## src/rtl/mem_arbiter.sv

```systemverilog
// SRAM arbiter between a CPU port and a 4-deep loader write FIFO.
// Optional macro MEM_ARBITER_ROM_WP_EN blocks CPU writes to the low 64 KiB.
module mem_arbiter #(
  parameter int unsigned ACCW = 2
) (
  input  logic        clock,
  input  logic        reset,
  input  logic        cpuRd,
  input  logic        cpuWr,
  input  logic [18:0] cpuA,
  input  logic [7:0]  cpuD,
  output logic [7:0]  cpuQ,
  output logic        cpuAck,
  input  logic        iniW,
  input  logic [18:0] iniA,
  input  logic [7:0]  iniD,
  output logic        iniFull,
  output logic        iniOvf,
  output logic [18:0] sramA,
  output logic [7:0]  sramD,
  input  logic [7:0]  sramQ,
  output logic        sramWe,
  output logic        sramOe,
  output logic        busy
);

  localparam int unsigned AW    = 19;
  localparam int unsigned DW    = 8;
  localparam int unsigned DEPTH = 4;
  localparam int unsigned PW    = 2;
  localparam int unsigned CW    = 3;
  localparam int unsigned TW    = 4;

  localparam logic [1:0] ST_IDLE = 2'd0;
  localparam logic [1:0] ST_ACC  = 2'd1;
  localparam logic [1:0] ST_REL  = 2'd2;

  logic [1:0]      state_q, state_d;
  logic [TW-1:0]   acc_cnt_q, acc_cnt_d;
  logic            last_ldr_q, last_ldr_d;
  logic            own_cpu_q, own_cpu_d;
  logic            rd_q, rd_d;
  logic [AW-1:0]   sram_a_q, sram_a_d;
  logic [DW-1:0]   sram_d_q, sram_d_d;
  logic            we_q, we_d;
  logic            oe_q, oe_d;
  logic [DW-1:0]   cpu_q_q, cpu_q_d;
  logic            ack_q, ack_d;
  logic            busy_q, busy_d;
  logic            ovf_q, ovf_d;

  logic [AW+DW-1:0] fifo_q [DEPTH];
  logic [PW-1:0]    wr_ptr_q, wr_ptr_d;
  logic [PW-1:0]    rd_ptr_q, rd_ptr_d;
  logic [CW-1:0]    cnt_q, cnt_d;

  logic             cpu_req_c, ldr_req_c, full_c, wp_c;
  logic             push_c, pop_c, grant_ldr_c;
  logic [AW+DW-1:0] head_c;

  assign cpu_req_c = cpuRd | cpuWr;
  assign ldr_req_c = (cnt_q != '0);
  assign full_c    = (cnt_q == CW'(DEPTH));
  assign head_c    = fifo_q[rd_ptr_q];

  // Write-protect only applies to pure CPU writes; a simultaneous read wins.
`ifdef MEM_ARBITER_ROM_WP_EN
  assign wp_c = ~cpuRd & (cpuA[18:16] == 3'd0);
`else
  assign wp_c = 1'b0;
`endif

  // A push into a full FIFO survives only when the head is popped that cycle.
  assign push_c   = iniW & (~full_c | pop_c);
  assign cnt_d    = cnt_q + CW'(push_c) - CW'(pop_c);
  assign wr_ptr_d = wr_ptr_q + PW'(push_c);
  assign rd_ptr_d = rd_ptr_q + PW'(pop_c);
  assign ovf_d    = ovf_q | (iniW & full_c & ~pop_c);

  // Next-state and registered-output logic.
  always_comb begin
    state_d     = state_q;
    acc_cnt_d   = acc_cnt_q;
    last_ldr_d  = last_ldr_q;
    own_cpu_d   = own_cpu_q;
    rd_d        = rd_q;
    sram_a_d    = sram_a_q;
    sram_d_d    = sram_d_q;
    we_d        = we_q;
    oe_d        = oe_q;
    cpu_q_d     = cpu_q_q;
    ack_d       = 1'b0;
    busy_d      = busy_q;
    pop_c       = 1'b0;
    grant_ldr_c = 1'b0;
    case (state_q)
      ST_IDLE: begin
        if (ldr_req_c || cpu_req_c) begin
          // Nearly-full FIFO pre-empts; otherwise ties alternate.
          grant_ldr_c = (cnt_q >= CW'(3)) |
                        (ldr_req_c & (~cpu_req_c | ~last_ldr_q));
          pop_c      = grant_ldr_c;
          state_d    = ST_ACC;
          acc_cnt_d  = TW'(ACCW - 1);
          last_ldr_d = grant_ldr_c;
          own_cpu_d  = ~grant_ldr_c;
          busy_d     = 1'b1;
          if (grant_ldr_c) begin
            sram_a_d = head_c[AW+DW-1:DW];
            sram_d_d = head_c[DW-1:0];
            rd_d     = 1'b0;
            we_d     = 1'b0;
            oe_d     = 1'b1;
          end else begin
            sram_a_d = cpuA;
            sram_d_d = cpuD;
            rd_d     = cpuRd;
            we_d     = cpuRd | wp_c;
            oe_d     = ~cpuRd;
          end
        end
      end
      ST_ACC: begin
        if (acc_cnt_q == '0) begin
          state_d = ST_REL;
          we_d    = 1'b1;
          oe_d    = 1'b1;
          ack_d   = own_cpu_q;
          if (own_cpu_q && rd_q) cpu_q_d = sramQ;
        end else begin
          acc_cnt_d = acc_cnt_q - TW'(1);
        end
      end
      ST_REL: begin
        state_d = ST_IDLE;
        busy_d  = 1'b0;
      end
      default: begin
        state_d = ST_IDLE;
        we_d    = 1'b1;
        oe_d    = 1'b1;
        busy_d  = 1'b0;
      end
    endcase
  end

  always_ff @(posedge clock or negedge reset) begin
    if (!reset) begin
      state_q    <= ST_IDLE;
      acc_cnt_q  <= '0;
      last_ldr_q <= 1'b0;
      own_cpu_q  <= 1'b0;
      rd_q       <= 1'b0;
      sram_a_q   <= '0;
      sram_d_q   <= '0;
      we_q       <= 1'b1;
      oe_q       <= 1'b1;
      cpu_q_q    <= '0;
      ack_q      <= 1'b0;
      busy_q     <= 1'b0;
      ovf_q      <= 1'b0;
      wr_ptr_q   <= '0;
      rd_ptr_q   <= '0;
      cnt_q      <= '0;
    end else begin
      state_q    <= state_d;
      acc_cnt_q  <= acc_cnt_d;
      last_ldr_q <= last_ldr_d;
      own_cpu_q  <= own_cpu_d;
      rd_q       <= rd_d;
      sram_a_q   <= sram_a_d;
      sram_d_q   <= sram_d_d;
      we_q       <= we_d;
      oe_q       <= oe_d;
      cpu_q_q    <= cpu_q_d;
      ack_q      <= ack_d;
      busy_q     <= busy_d;
      ovf_q      <= ovf_d;
      wr_ptr_q   <= wr_ptr_d;
      rd_ptr_q   <= rd_ptr_d;
      cnt_q      <= cnt_d;
    end
  end

  always_ff @(posedge clock or negedge reset) begin
    if (!reset) begin
      for (int i = 0; i < int'(DEPTH); i++) fifo_q[i] <= '0;
    end else if (push_c) begin
      fifo_q[wr_ptr_q] <= {iniA, iniD};
    end
  end

  assign cpuQ    = cpu_q_q;
  assign cpuAck  = ack_q;
  assign iniFull = full_c;
  assign iniOvf  = ovf_q;
  assign sramA   = sram_a_q;
  assign sramD   = sram_d_q;
  assign sramWe  = we_q;
  assign sramOe  = oe_q;
  assign busy    = busy_q;

endmodule
```

## config.mk

```make
export PLATFORM = sky130hd
export DESIGN_NAME = mem_arbiter
export DESIGN_NICKNAME = d
export VERILOG_FILES = /design/src/rtl/mem_arbiter.sv
export SDC_FILE = /design/constraint.sdc
export NUM_CORES = 1
export LEC_CHECK = 0
export ABC_CLOCK_PERIOD_IN_PS = 2290
export CAP_MARGIN = 25
export CORE_MARGIN = 5
export CORE_UTILIZATION = 27
export CTS_CLUSTER_DIAMETER = 60
export DETAILED_ROUTE_END_ITERATION = 16
export PLACE_DENSITY_LB_ADDON = 0.08
export SYNTH_ARGS = -nofsm -noshare
export SYNTH_HDL_FRONTEND = slang
export SYNTH_SLANG_ARGS = --single-unit
```

## constraint.sdc

```tcl
create_clock -name clock -period 2.29 [get_ports clock]
set_input_delay 0.5725 -clock clock [delete_from_list [all_inputs] [get_ports clock]]
set_output_delay 0.5725 -clock clock [all_outputs]
set_load 0.03 [all_outputs]
```

### After elaboration in Yosys (flattened, before gate mapping)

Index checks and enable logic that the tools add are counted.

* add/sub/neg operators: 5
* magnitude comparators: 4
* eq/ne operators: 6
* multiplexer cells: 27
* reductions and logical operators: 13
* bitwise gates (word level): 19

Operators by type and width (number)
* 108-bit bitwise mux: 1
* 27-bit 2-to-1 mux: 3
* 27-bit binary-select mux with 2-bit select: 1
* 27-bit demux with 2-bit select: 1
* 19-bit 2-to-1 mux: 1
* 1-bit 2-to-1 mux: 10
* 3-bit AND reduction: 3
* 4-bit 2-to-1 mux: 2
* 8-bit 2-to-1 mux: 1
* 1-bit inverter: 8
* 4-bit one-hot mux with 2 select lines: 1
* 3-bit >= comparator (second input constant): 2
* 2-bit != test (second input constant): 3
* 2-bit inverter with 3-bit output: 2
* 1-bit one-hot mux with 3 select lines: 2
* 2-bit AND reduction: 3
* 1-bit bitwise OR: 5
* 2-bit by 1-bit adder with 2-bit output: 2
* 1-bit AND: 4
* 4-bit zero test: 1
* 2-bit 2-to-1 mux: 2
* 2-bit one-hot mux with 2 select lines: 1
* 4-bit by 1-bit subtractor with 4-bit output (second input constant): 1
* 3-bit by 1-bit adder with 3-bit output: 1
* other kinds (12): 13

* output and inout port bits: 41
* register bits after elaboration: 164
* bits of input ports: 67
* word-level logic and storage cells: 94

### Logic depth before layout (Yosys ltp)

* depth in word-level cells: 11
* depth in mapped cells: 12
* mapped depth without buffers: 11

### Worst setup path after synthesis

Ideal clock, no wire load.

* kind: input port to flip-flop
* start: input port cpuWr
* end: register cnt_q[2]
* path buffers: 1
* data arrival time: 2.435 ns
* setup time: 0.122 ns
* path slack: -0.267 ns
* required time: 2.168 ns
* stages: 10
* cells stage by stage: nor3_1 a211o_1 a21o_1 clkbuf_1 inv_1 ha_1 inv_1 ha_1 fa_1 xor2_1

* cells in the longest elaborated chain, start to end: 11
* elaborated cells on any way between the ends: 12
* classes of those cells: 2 x add/sub; 2 x mux; 7 x bitwise; 1 x reduce/logical

RTL lines
* start: declaration: line 9 `input logic cpuWr,`
* 1-bit bitwise OR (*): line 61 `assign cpu_req_c = cpuRd | cpuWr;`
* 1-bit inverter: line 101 `(ldr_req_c & (~cpu_req_c | ~last_ldr_q));`
* 1-bit bitwise OR: line 101
* 1-bit AND: line 101
* 1-bit bitwise OR: line 100 `grant_ldr_c = (cnt_q >= CW'(3)) |`
* 1-bit 2-to-1 mux (*): line 98 `if (ldr_req_c || cpu_req_c) begin`
* 1-bit 2-to-1 mux (*): line 96 `case (state_q)`
* 1-bit bitwise OR: line 74 `assign push_c = iniW & (~full_c | pop_c);`
* 1-bit AND: line 74
* 3-bit by 1-bit adder with 3-bit output: line 75 `assign cnt_d = cnt_q + CW'(push_c) - CW'(pop_c);`
* 3-bit by 1-bit subtractor with 3-bit output (*): line 75
* via cnt_d[2]: line 55 `logic [CW-1:0] cnt_q, cnt_d;`
* end signal: assignment: line 181 `cnt_q <= cnt_d;`
* end: declaration: line 55

The timed path passes the listed nets; every way through them passes the cells marked *.
A chain may end at the register's enable or synchronous reset.

### Worst setup path in the final report

* start: register we_q, in the netlist sramWe
* end: output port sramWe

RTL lines
* start: declaration: line 45 `logic we_q, we_d;`
* start signal: assignment: line 173 `we_q <= we_d;`
* end: declaration: line 22 `output logic sramWe,`

No word-level cell between the ends.

==> load_flow_metrics.sql <==
INSERT INTO impl_metrics (metric_group, metric, value, unit) VALUES
('critical_path', 'arrival', '1.63', 'ns'),
('timing', 'report.final.slew_viol_count', '0', ''),
('pwr', 'clock_power_share', '20.5', '%'),
('detailed_routing', 'dr.pass1.iters', '4', ''),
('finish', 'n_fill_cell', '2608', ''),
('logic_synthesis', 'synth_cells', '511', ''),
('hold_path', 'worst_hold_path_type', 'primary input to asynchronous set/reset pin', ''),
('die', 'placement_rows', '60', ''),
('logic_synthesis', 'synth_top_cells_by_area', 'sky130_fd_sc_hd__dfrtp_1 (55%), sky130_fd_sc_hd__mux2_2 (12%), sky130_fd_sc_hd__mux4_2 (8.2%)', ''),
('detailed_routing', 'drt-wirelength-per-cell', '18.32', 'µm'),
('clocking', 'worst_skew_pair_latency', '0.42', 'ns'),
('critical_path', 'setup_crit_end_kind', 'output port', ''),
('pwr', 'combinationalPowerShare', '44.2', '%'),
('finish', 'antenna_cells', '0', ''),
('critical_path', 'critical_path_class', 'register to output port', ''),
('die', 'design.core.area', '27030', 'µm²'),
('clocking', 'postCtsHoldBufs', '0', ''),
('timing', 'tightest_slew', '0.4499', 'ns'),
('finish', 'layout-area-overhead-vs-synth', '31.21', '%'),
('clocking', 'clk_transition_reported_paths', '0.07', 'ns'),
('detailed_routing', 'initialDrtViolationCount', '168', ''),
('die', 'floorplan.die.height', '175.7', 'µm'),
('placement', 'place_hpwl', '12680', 'µm'),
('timing', 'tns', '0', 'ns'),
('logic_synthesis', 'synth_cell_types', '40', ''),
('logic_synthesis', 'postSynthRegisterBits', '164', ''),
('run', 'max_cap_violations', '0', ''),
('logic_synthesis', 'synth_fp_nets', '585', ''),
('logic_synthesis', 'synth_top_area_cell', 'sky130_fd_sc_hd__dfrtp_1', ''),
('timing', 'skew', '0.01038', 'ns'),
('logic_synthesis', 'synth_largest_type_area_fraction', '54.71', '%'),
('finish', 'finalCoreUtilization', '35.97', '%'),
('timing', 'post-route-worst-setup-slack', '0.09151', 'ns'),
('timing', 'min_period', '2.198', 'ns'),
('clocking', 'cts_num_sinks', '164', ''),
('die', 'die_width', '175.7', 'µm'),
('timing', 'timing.max_slew.rel_slack', '70.01', '%'),
('clocking', 'cts_inserted_buffers', '17', ''),
('clocking', 'cts.htree.levels', '4', ''),
('grt', 'globalRoute.totalOverflow', '0', ''),
('die', 'num_io_pins', '108', ''),
('pwr', 'p_leak', '4.392', 'nW'),
('pwr', 'net-switching-power', '5.151', 'mW'),
('grt', 'grt_use_total', '12.12', '%'),
('die', 'die_area', '30860', 'µm²'),
('critical_path', 'cp_slowest_stage_delay', '0.67', 'ns'),
('pwr', 'power.internal', '9.920', 'mW'),
('logic_synthesis', 'ys.warnings.count', '0', ''),
('detailed_routing', 'route.detailed.vias_per_inst', '4.519', ''),
('grt', 'grt_antenna_before_repair', '1', ''),
('critical_path', 'endpoint_required_time_on_the_critical_path', '1.72', 'ns'),
('critical_path', 'critPathMaxFanout', '2', ''),
('grt', 'grt_start_max_net_pins', '61', ''),
('detailed_routing', 'antenna_violating_nets_post_route', '0', ''),
('critical_path', 'regToRegSetupSlack', '0.13', 'ns'),
('critical_path', 'critPathLaunchType', 'register', ''),
('logic_synthesis', 'synth_enable_flop_cells', '0', ''),
('logic_synthesis', 'ys_dominant_reg_cell', 'sky130_fd_sc_hd__dfrtp_1', ''),
('logic_synthesis', 'most_numerous_cell_in_the_yosys_netlist', 'sky130_fd_sc_hd__dfrtp_1', ''),
('die', 'initial_cell_density_of_the_core', '27.42', '%'),
('status', 'status', 'complete, no violations', ''),
('detailed_routing', 'detailroute.via_count', '4510', ''),
('logic_synthesis', 'synth-async-reset-ratio', '100.0', '%'),
('grt', 'grt_pass1_vias', '5012', ''),
('timing', 'grt_setup_unrepaired', 'false', ''),
('placement', 'portBuffers', '107', ''),
('finish', 'drive_gt1_share', '34.70', '%'),
('pwr', 'vdd_ir_drop_max', '515.9', 'µV'),
('logic_synthesis', 'yosys-top-cells-count', 'sky130_fd_sc_hd__dfrtp_1 (162), sky130_fd_sc_hd__mux2_2 (76), sky130_fd_sc_hd__inv_1 (64)', ''),
('clocking', 'cts_max_path_buffers', '2', ''),
('clocking', 'clockRootBuffer', 'sky130_fd_sc_hd__clkbuf_16', '');
## flip-flops by register name (all words and copies together) (netlist names), 2 cells and up
signal	count
sramA	19
cnt_q	3
fifo_q	108
state_q	2
cpuQ	8
wr_ptr_q	2
rd_ptr_q	2
acc_cnt_q	4
sramD	8
## area by class of cell
type	instances	area [µm²]	area share (%)
Clock inverter	14	200.2	2.059
Sequential cell	164	4109	42.27
Inverter	65	244.0	2.510
Timing Repair Buffer	140	1423	14.63
Clock buffer	18	439.2	4.517
Multi-Input combinational cell	256	2880	29.63
Tap cell	341	426.7	4.389
## metrics by stage
| stage | power, mW | hold WS, ns | cell area (µm²) | cells |
|---|---|---|---|---|
| 2_1_floorplan | 9.778 | 0.2769 | 7438 | 511 |
| 5_1_grt | 16.06 | 0.01825 | 9722 | 998 |
| 3_5_place_dp | 12.12 | 0.4576 | 9065 | 965 |
| 6_report | 15.07 | 0.02158 | 9722 | 998 |
| 4_1_cts | 15.32 | 0.01039 | 9704 | 997 |
| 3_3_place_gp | 11.93 | 0.4657 | 9065 | 965 |
## power groups by stage
stage	clock network [mW]	logic [mW]	registers, mW
after floorplan	0	4.12	5.66
after global placement	0	6.66	5.27
after detailed placement	0	6.77	5.35
after CTS	3.20	6.80	5.32
after global routing	3.31	7.24	5.50
final	3.09	6.67	5.31
## cell usage in the layout, fill, tap and decap left out, types with 2 or more instances in the layout
master	count
sky130_fd_sc_hd__clkinvlp_4	2
sky130_fd_sc_hd__nand3b_1	2
sky130_fd_sc_hd__inv_2	2
sky130_fd_sc_hd__a21o_1	2
sky130_fd_sc_hd__o221ai_1	27
sky130_fd_sc_hd__ha_1	4
sky130_fd_sc_hd__buf_4	26
sky130_fd_sc_hd__inv_1	63
sky130_fd_sc_hd__clkbuf_16	17
sky130_fd_sc_hd__inv_6	2
sky130_fd_sc_hd__dfrtp_1	160
sky130_fd_sc_hd__nand3_1	3
sky130_fd_sc_hd__o21ai_0	6
sky130_fd_sc_hd__nor2_1	5
sky130_fd_sc_hd__mux4_2	27
sky130_fd_sc_hd__mux2_2	76
sky130_fd_sc_hd__dfstp_2	2
sky130_fd_sc_hd__buf_12	8
sky130_fd_sc_hd__o21a_1	5
sky130_fd_sc_hd__bufinv_16	4
sky130_fd_sc_hd__dlymetal6s2s_1	2
sky130_fd_sc_hd__xor2_1	5
sky130_fd_sc_hd__dfrtp_2	2
sky130_fd_sc_hd__ha_2	2
sky130_fd_sc_hd__clkinv_2	2
sky130_fd_sc_hd__clkinv_4	3
sky130_fd_sc_hd__nand2_1	30
sky130_fd_sc_hd__clkdlybuf4s50_1	103
sky130_fd_sc_hd__mux2_4	40
## cell families (layout without fill, tap and decap cells)
| family | Yosys count | count (layout) | share of synthesized area [%] |
|---|---|---|---|
| DFF | 164 | 164 | 55.42 |
| muxes | 143 | 143 | 27.86 |
| buffers and inverters | 91 | 237 | 6.282 |
| and+or+nand+nor | 54 | 54 | 3.428 |
| AOI/OAI and AO/OA | 47 | 47 | 5.134 |
| adders and majority gates | 7 | 7 | 1.283 |
| xor gates and xnor gates | 5 | 5 | 0.5910 |
## routing by layer
metal | vias to the layer above | part of all wire, % | track usage, %
li1 | 2081 | - | -
met1 | 2330 | 49 | 16.68
met2 | 87 | 47 | 19.24
met3 | 10 | 3.5 | 3.078
met4 | 2 | 0.77 | 3.021
met5 | - | 0.071 | 0
## repair_timing
action                     CTS  global route
setup endpoints to repair    0             2
gates resized for setup      0             4
buffers inserted             0             1
## path summary, 6_finish.rpt
check | start | cells after the start | end
worst max-delay path | sramWe | 1 | sramWe
worst min-delay path | reset | 1 | acc_cnt_q[1]
worst max register to register | cnt_q[1] | 10 | cnt_q[2]
worst min register to register | iniOvf | 1 | iniOvf
max in group asynchronous | reset | 2 | fifo_q[66]
min in group clock | iniOvf | 1 | iniOvf
Note: power is estimated with default switching activity, not from simulation.
